<file path="src/rtl/fetch_request_unit.sv">
// fetch_request_unit: credit-based I-cache fetch request generator with redirect/drain handling.
// Ports:
//   clk, rst                   clock, asynchronous active-high reset
//   redirect_valid/redirect_pc branch redirect (coincides with the instruction-queue flush)
//   q_pop                      instruction queue dequeued one entry this cycle
//   req_valid/req_pc/req_ready I-cache fetch request handshake
//   rsp_valid/rsp_data/rsp_pc  in-order I-cache response
//   out_valid/out_data/out_pc  instruction-queue write port
// Optional: define FETCH_PERF_CNT_EN to add perf_issued, perf_discarded, perf_hold_cycles.
module fetch_request_unit #(
    parameter int          QUEUE_DEPTH     = 8,
    parameter int          MAX_OUTSTANDING = 4,
    parameter logic [31:0] RESET_PC        = 32'h0000_0000
) (
    input  logic        clk,
    input  logic        rst,
    input  logic        redirect_valid,
    input  logic [31:0] redirect_pc,
    input  logic        q_pop,
    output logic        req_valid,
    output logic [31:0] req_pc,
    input  logic        req_ready,
    input  logic        rsp_valid,
    input  logic [31:0] rsp_data,
    input  logic [31:0] rsp_pc,
    output logic        out_valid,
    output logic [31:0] out_data,
    output logic [31:0] out_pc
`ifdef FETCH_PERF_CNT_EN
    ,
    output logic [31:0] perf_issued,
    output logic [31:0] perf_discarded,
    output logic [31:0] perf_hold_cycles
`endif
);
    localparam int CW = $clog2(QUEUE_DEPTH + 1);
    localparam int OW = $clog2(MAX_OUTSTANDING + 1);

    typedef enum logic [1:0] {FETCH, HOLD, DRAIN} state_t;

    state_t        state, state_n;
    logic [31:0]   pc, pc_n;
    logic [CW-1:0] credits, credits_n;
    logic [OW-1:0] outstanding, outstanding_n, discard, discard_n;
    logic          hs, rsp_ok, drop;

    assign req_valid     = (state == FETCH) & ~rst;
    assign req_pc        = pc;
    assign hs            = req_valid & req_ready;
    // A response with nothing in flight is spurious and ignored entirely.
    assign rsp_ok        = rsp_valid & (outstanding != '0);
    assign drop          = rsp_ok & (discard != '0);
    assign out_valid     = rsp_ok & (discard == '0) & ~rst;
    assign out_data      = rsp_data;
    assign out_pc        = rsp_pc;
    assign outstanding_n = outstanding + OW'(hs) - OW'(rsp_ok);

    always_comb begin
        pc_n      = hs ? pc + 32'd4 : pc;
        credits_n = credits - CW'(hs) + CW'(q_pop) + CW'(drop);
        discard_n = discard - OW'(drop);
        state_n   = state;
        case (state)
            FETCH:   state_n = (credits_n == '0 || outstanding_n == OW'(MAX_OUTSTANDING)) ? HOLD : FETCH;
            HOLD:    state_n = (credits_n != '0 && outstanding_n < OW'(MAX_OUTSTANDING)) ? FETCH : HOLD;
            DRAIN:   state_n = (discard == '0) ? FETCH : DRAIN;
            default: state_n = FETCH;
        endcase
        // Everything still in flight after this cycle belongs to the wrong path;
        // the queue is flushed, so credits restart from full minus those requests.
        if (redirect_valid) begin
            pc_n      = redirect_pc;
            discard_n = outstanding_n;
            credits_n = CW'(QUEUE_DEPTH) - CW'(outstanding_n);
            state_n   = (outstanding_n != '0) ? DRAIN : FETCH;
        end
    end

    always_ff @(posedge clk or posedge rst) begin
        if (rst) begin
            state       <= FETCH;
            pc          <= RESET_PC;
            credits     <= CW'(QUEUE_DEPTH);
            outstanding <= '0;
            discard     <= '0;
        end else begin
            state       <= state_n;
            pc          <= pc_n;
            credits     <= credits_n;
            outstanding <= outstanding_n;
            discard     <= discard_n;
        end
    end

`ifdef FETCH_PERF_CNT_EN
    always_ff @(posedge clk or posedge rst) begin
        if (rst) begin
            perf_issued      <= '0;
            perf_discarded   <= '0;
            perf_hold_cycles <= '0;
        end else begin
            if (hs && perf_issued != '1)
                perf_issued <= perf_issued + 32'd1;
            if (drop && perf_discarded != '1)
                perf_discarded <= perf_discarded + 32'd1;
            if (state == HOLD && perf_hold_cycles != '1)
                perf_hold_cycles <= perf_hold_cycles + 32'd1;
        end
    end
`endif
endmodule

</file>
<file path="config.mk">
export PLATFORM = sky130hd
export DESIGN_NAME = fetch_request_unit
export DESIGN_NICKNAME = d
export VERILOG_FILES = /design/src/rtl/fetch_request_unit.sv
export SDC_FILE = /design/constraint.sdc
export NUM_CORES = 1
export LEC_CHECK = 0
export BUFFER_PORTS_ARGS = -buffer_cell sky130_fd_sc_hd__buf_2
export CORE_ASPECT_RATIO = 1.4
export CORE_MARGIN = 3
export CORE_UTILIZATION = 35
export CTS_CLUSTER_DIAMETER = 80
export DETAILED_ROUTE_END_ITERATION = 6
export MAX_ROUTING_LAYER = met4
export PLACE_DENSITY = 0.69
export SYNTH_ARGS = -nofsm -noshare
export SYNTH_HDL_FRONTEND = slang
export SYNTH_SLANG_ARGS = --single-unit
</file>
<file path="constraint.sdc">
create_clock -name clk -period 4.48 [get_ports clk]
set_input_delay 0.672 -clock clk [delete_from_list [all_inputs] [get_ports clk]]
set_output_delay 0.672 -clock clk [all_outputs]
set_load 0.01 [all_outputs]
</file>
* After elaboration in Yosys (flattened, before gate mapping)
Cells that the tools add are included.
Word-level totals: register bits after elaboration 44, output and inout port bits 98, input bits 102, word-level logic and storage cells 44
Operators by class: muxes and demuxes 10, $add $sub $neg 8, equal/unequal tests 3, reduce and logical (&&, ||, !) cells 10, bitwise gates (word level) 7, $lt $le $gt $ge 1
Operators by type and width (count):
- $mux 32 | 2
- $add 32x3->32 const B | 1
- $reduce_bool 3->1 | 3
- $add 4x1->4 | 2
- $and 1x1->1 | 6
- $mux 2 | 3
- $pmux 2 s3 | 1
- $sub 3x1->3 | 2
- $logic_not 4->1 | 1
- $mux 4 | 1
- $reduce_bool 4->1 | 1
- $sub 4x1->4 | 1
- $sub 4x3->4 const A | 1
- $add 3x1->3 | 1
- $eq 3x3->1 const B | 1
- $logic_not 3->1 | 1
- $lt 3x3->1 const B | 1
- $mux 3 | 1
- $eq 2x1->1 const B | 1
- $eq 2x2->1 const B | 1
- $logic_not 2->1 | 1
- $mux 1 | 2
- $reduce_bool 2->1 | 1
- $logic_and 1x1->1 | 1
- other kinds (2) | 2

* Depth between registers and ports, before layout
word-level depth 11, mapped depth 14, mapped depth without buffers 13

* Worst setup path before layout
No wires, ideal clock.
path kind input to register, from in rst, to reg credits[2], path slack 1392 ps, stages 14, buffers on the path 1, setup time 133 ps, data required time 4347 ps, arrival time 2955 ps, cell sequence nor4b_4 buf_6 inv_1 ha_1 inv_1 ha_1 inv_1 fa_1 xnor2_1 xnor2_1 inv_1 ha_1 nand2_1 o21ai_0
Between the ends: cells in the longest elaborated chain, start to end 7, elaborated cells between the ends (all ways) 10
RTL lines:
- start: declaration | RTL line 16 | input logic rst,
- $not 1->1 | RTL line 47 | assign req_valid = (state == FETCH) & ~rst;
- $and 1x1->1 | RTL line 47
- $and 1x1->1 | RTL line 49 | assign hs = req_valid & req_ready;
- $add 3x1->3 | RTL line 56 | assign outstanding_n = outstanding + OW'(hs) - OW'(rsp_ok);
- $sub 3x1->3 | RTL line 56
- net outstanding_n[2] | RTL line 44 | logic [OW-1:0] outstanding, outstanding_n, discard, discard_n;
- $sub 4x3->4 | RTL line 74 | credits_n = CW'(QUEUE_DEPTH) - CW'(outstanding_n);
- $mux 4 | RTL line 71 | if (redirect_valid) begin
- net credits_n[2] | RTL line 43 | logic [CW-1:0] credits, credits_n;
- end signal: assignment | RTL line 83 | credits <= CW'(QUEUE_DEPTH);
- end signal: assignment | RTL line 89 | credits <= credits_n;
- end: declaration | RTL line 43
The timed path passes the listed nets, and every way through them passes these cells. A chain may end at the register's enable or synchronous reset.

* Worst setup path after layout
from reg state[0], to reg credits[2]
Between the ends: cells in the longest elaborated chain, start to end 7, elaborated cells between the ends (all ways) 10
RTL lines:
- start: declaration | RTL line 41 | state_t state, state_n;
- start signal: assignment | RTL line 87 | state <= state_n;
- $logic_not 2->1 | RTL line 47
- $and 1x1->1 | RTL line 47
- $and 1x1->1 | RTL line 49
- $add 3x1->3 | RTL line 56
- $sub 3x1->3 | RTL line 56
- net outstanding_n[2] | RTL line 44
- $sub 4x3->4 | RTL line 74
- $mux 4 | RTL line 71
- net credits_n[2] | RTL line 43
The timed path passes the listed nets, and every way through them passes these cells.

==> results.toml <==
[placement]
port_buffers = 71
place_area_um2 = 3000
hpwl_um = 4890
gp_congestion = 0.851

[finish]
area.sequential_um2 = 1100
multi_input_area_um2 = 1320
diodes = 0
drive_above_1_share = 0.280
fin_area_um2 = 3170
synthToLayoutAreaGrowth_pct = 4.29
nNetsFinal = 454
fill_cells = 890

[sta]
min_period_ns = 3.17
slew_violations = 0
rsz0062_at_grt = "false"
tightest_slew_ns = 0.931
finalSetupViolCount = 0
fin_worst_skew_ns = 0.00408
slew_headroom = 0.378
whs_ns = 0.511
tns_ns = 0
hold_viol = 0
fmax_mhz = 316
fin_crit_sh = 0.707

[yosys]
synth_top_area_cell = "dfrtp_1"
syn_area_per_cell_um2 = 9.09
synthDistinctLibCells = 36
synth_edf_count = 0
synthTopCellsByArea = "dfrtp_1 (35%), buf_4 (16%), xnor2_1 (6.9%), nand2_1 (5.6%), o21ai_0 (4.9%)"
syn_inst = 334
ys.flop_type = "dfrtp_1"
synthArstFlopShare = 1.00
syn-num-nets = 450
ys_warn_count = 0
syn_area_um2 = 3040
synth-seq-cells = 44
synth.top_cell.area_share = 0.354
seq_area_frac_synth = 0.363

[route]
wirelength_um = 6490
viasPerCell = 4.91
dr_total_vias = 2164
first_pass_iters = 4
first_iter_violations = 73
drc = 0
ant_nets = 0
routedWlPerCell_um = 14.7

[cts]
clkTransAtPathRegs_ns = 0.06
postCtsHoldBufs = 0
postCtsSetupBuffers = 0
htreeDepth = 2
clk_latency_ns = 0.28
ctsResizeCount = 0
cts_tree = "done"
cts_buffers = 5
cts_buffer_depth = 2
cts-root-buf = "clkbuf_16"
cts_sinks = 44

[floorplan]
core_area_um2 = 8300
die_w_um = 84.7
initial_utilization = 0.366
die_h_um = 116
dieArea_um2 = 9850
pin_count = 200
rows = 39

[critical_path]
startpoint = "state[0]"
cp_data_arrival_time_ns = 3.30
required_ns = 4.61
r2r_start = "state[0]"
rr_worst_depth = 14
critPathLaunchType = "register"
crit_fanout = 14
cp-end-kind = "register"
r2r_setup_slack_ns = 1.31
worst_r2r_endpoint = "credits[2]"
crit_type = "register to register"

[run]
drv_cap = 0

[min_path]
min_path_cells = 1
min_to = "req_pc[1]"
hold_class = "register to register"
hold_start = "req_pc[1]"

[power]
vdd_drop_max_mv = 0.267
power_density_nw_per_um2 = 495
p_leak_uw = 0.00143

[outcome]
status = "complete, no violations"

[global_routing]
grt_max_degree = 71
grt_pass1_wl_um = 10500
grt_pass1_vias = 2286
grtUsageTotal = 0.138
antenna_found_initial = 0
grt-ovfl-total = 0
report_power, final:
part / leakage [uW] / total [uW] / internal (uW) / switching (uW)
Clock: 0.0000798 / 417 / 262 / 155
Sequential: 0.000530 / 573 / 490 / 82.2
Combinational: 0.000819 / 577 / 258 / 319
Total: 0.00143 / 1570 / 1010 / 556
worst max-delay path by stage:
stage	cells after the start	end	slack [ns]
3_5_place_dp	15	credits[2]	1.00
2_1_floorplan	14	credits[2]	1.39
3_3_place_gp	15	credits[2]	1.17
6_report	14	credits[2]	1.31
4_1_cts	14	credits[2]	1.32
5_1_grt	14	credits[2]	1.05
cell families (layout without fill, tap and decap cells):
kind of cell,Yosys count,after routing,synth area share
compound gates,40,40,0.0705
xor+xnor,35,35,0.101
fa+ha+maj,14,14,0.0651
buf+inv,96,101,0.201
flops,44,44,0.363
mux,6,6,0.0210
simple gates,99,99,0.178
registers in the layout (all words and copies together), names as in the netlist:
name,count
discard,3
outstanding,3
credits,4
req_pc,32
state,2
Yosys cell counts (4+ instances only):
master and number:
buf_4 64, clkbuf_1 9, nand4_1 5, xor2_1 11
ha_1 11, o21ai_0 30, nand2_1 45, xnor2_1 24
nand3_1 10, nor3_1 7, inv_1 20, and3_1 5
nor2_1 7, o21ai_1 4, dfrtp_1 43, nor4_2 6
cells in the final DEF, fill, tap and decap left out, types with 4 or more instances in the layout:
| cell | n |
|---|---|
| nand2_1 | 45 |
| nor3_1 | 7 |
| inv_1 | 19 |
| o21ai_0 | 30 |
| clkbuf_16 | 5 |
| buf_2 | 71 |
| o21ai_1 | 4 |
| nor2_1 | 7 |
| xor2_1 | 11 |
| nand4_1 | 5 |
| dfrtp_1 | 43 |
| xnor2_1 | 24 |
| nor4_2 | 6 |
| nand3_1 | 10 |
| ha_1 | 11 |
| and3_1 | 5 |
routing by layer:
| metal | global-route usage | up-vias | wire [um] | part of all wire |
|---|---|---|---|---|
| met4 | 0.0898 | 0 | 342 | 0.053 |
| met1 | 0.138 | 1002 | 2340 | 0.36 |
| met2 | 0.235 | 83 | 3350 | 0.52 |
| li1 | - | 1045 | - | - |
| met3 | 0.0395 | 34 | 462 | 0.071 |
| met5 | - | - | 0 | 0 |
stage by stage:
stage	power (uW)	worst slack, ns	std cells	util
floorplan	1040	1.39	334	-
global placement	1130	1.17	433	0.362
detailed placement	1160	1.00	433	0.362
CTS	1590	1.32	441	0.382
global route	1700	1.05	441	0.382
finish	1570	1.31	441	0.382
critical path, stage by stage (launching register included):
cell and delay, ns:
dfrtp_1 0.44, nor4b_4 0.28, buf_4 0.25, inv_1 0.06, ha_1 0.26, inv_1 0.05, ha_1 0.13, inv_1 0.06
fa_1 0.37, xnor2_1 0.16, xnor2_1 0.35, inv_1 0.12, ha_1 0.30, nand2_1 0.07, o21ai_0 0.10
layout make-up:
| type | count | share of cell area |
|---|---|---|
| Inverter | 20 | 0.0237 |
| Clock inverter | 3 | 0.0134 |
| Clock buffer | 5 | 0.0395 |
| Sequential cell | 44 | 0.348 |
| Tap cell | 102 | 0.0403 |
| Multi-Input combinational cell | 194 | 0.418 |
| Timing Repair Buffer | 73 | 0.117 |
(Power assumes the default switching activity.)
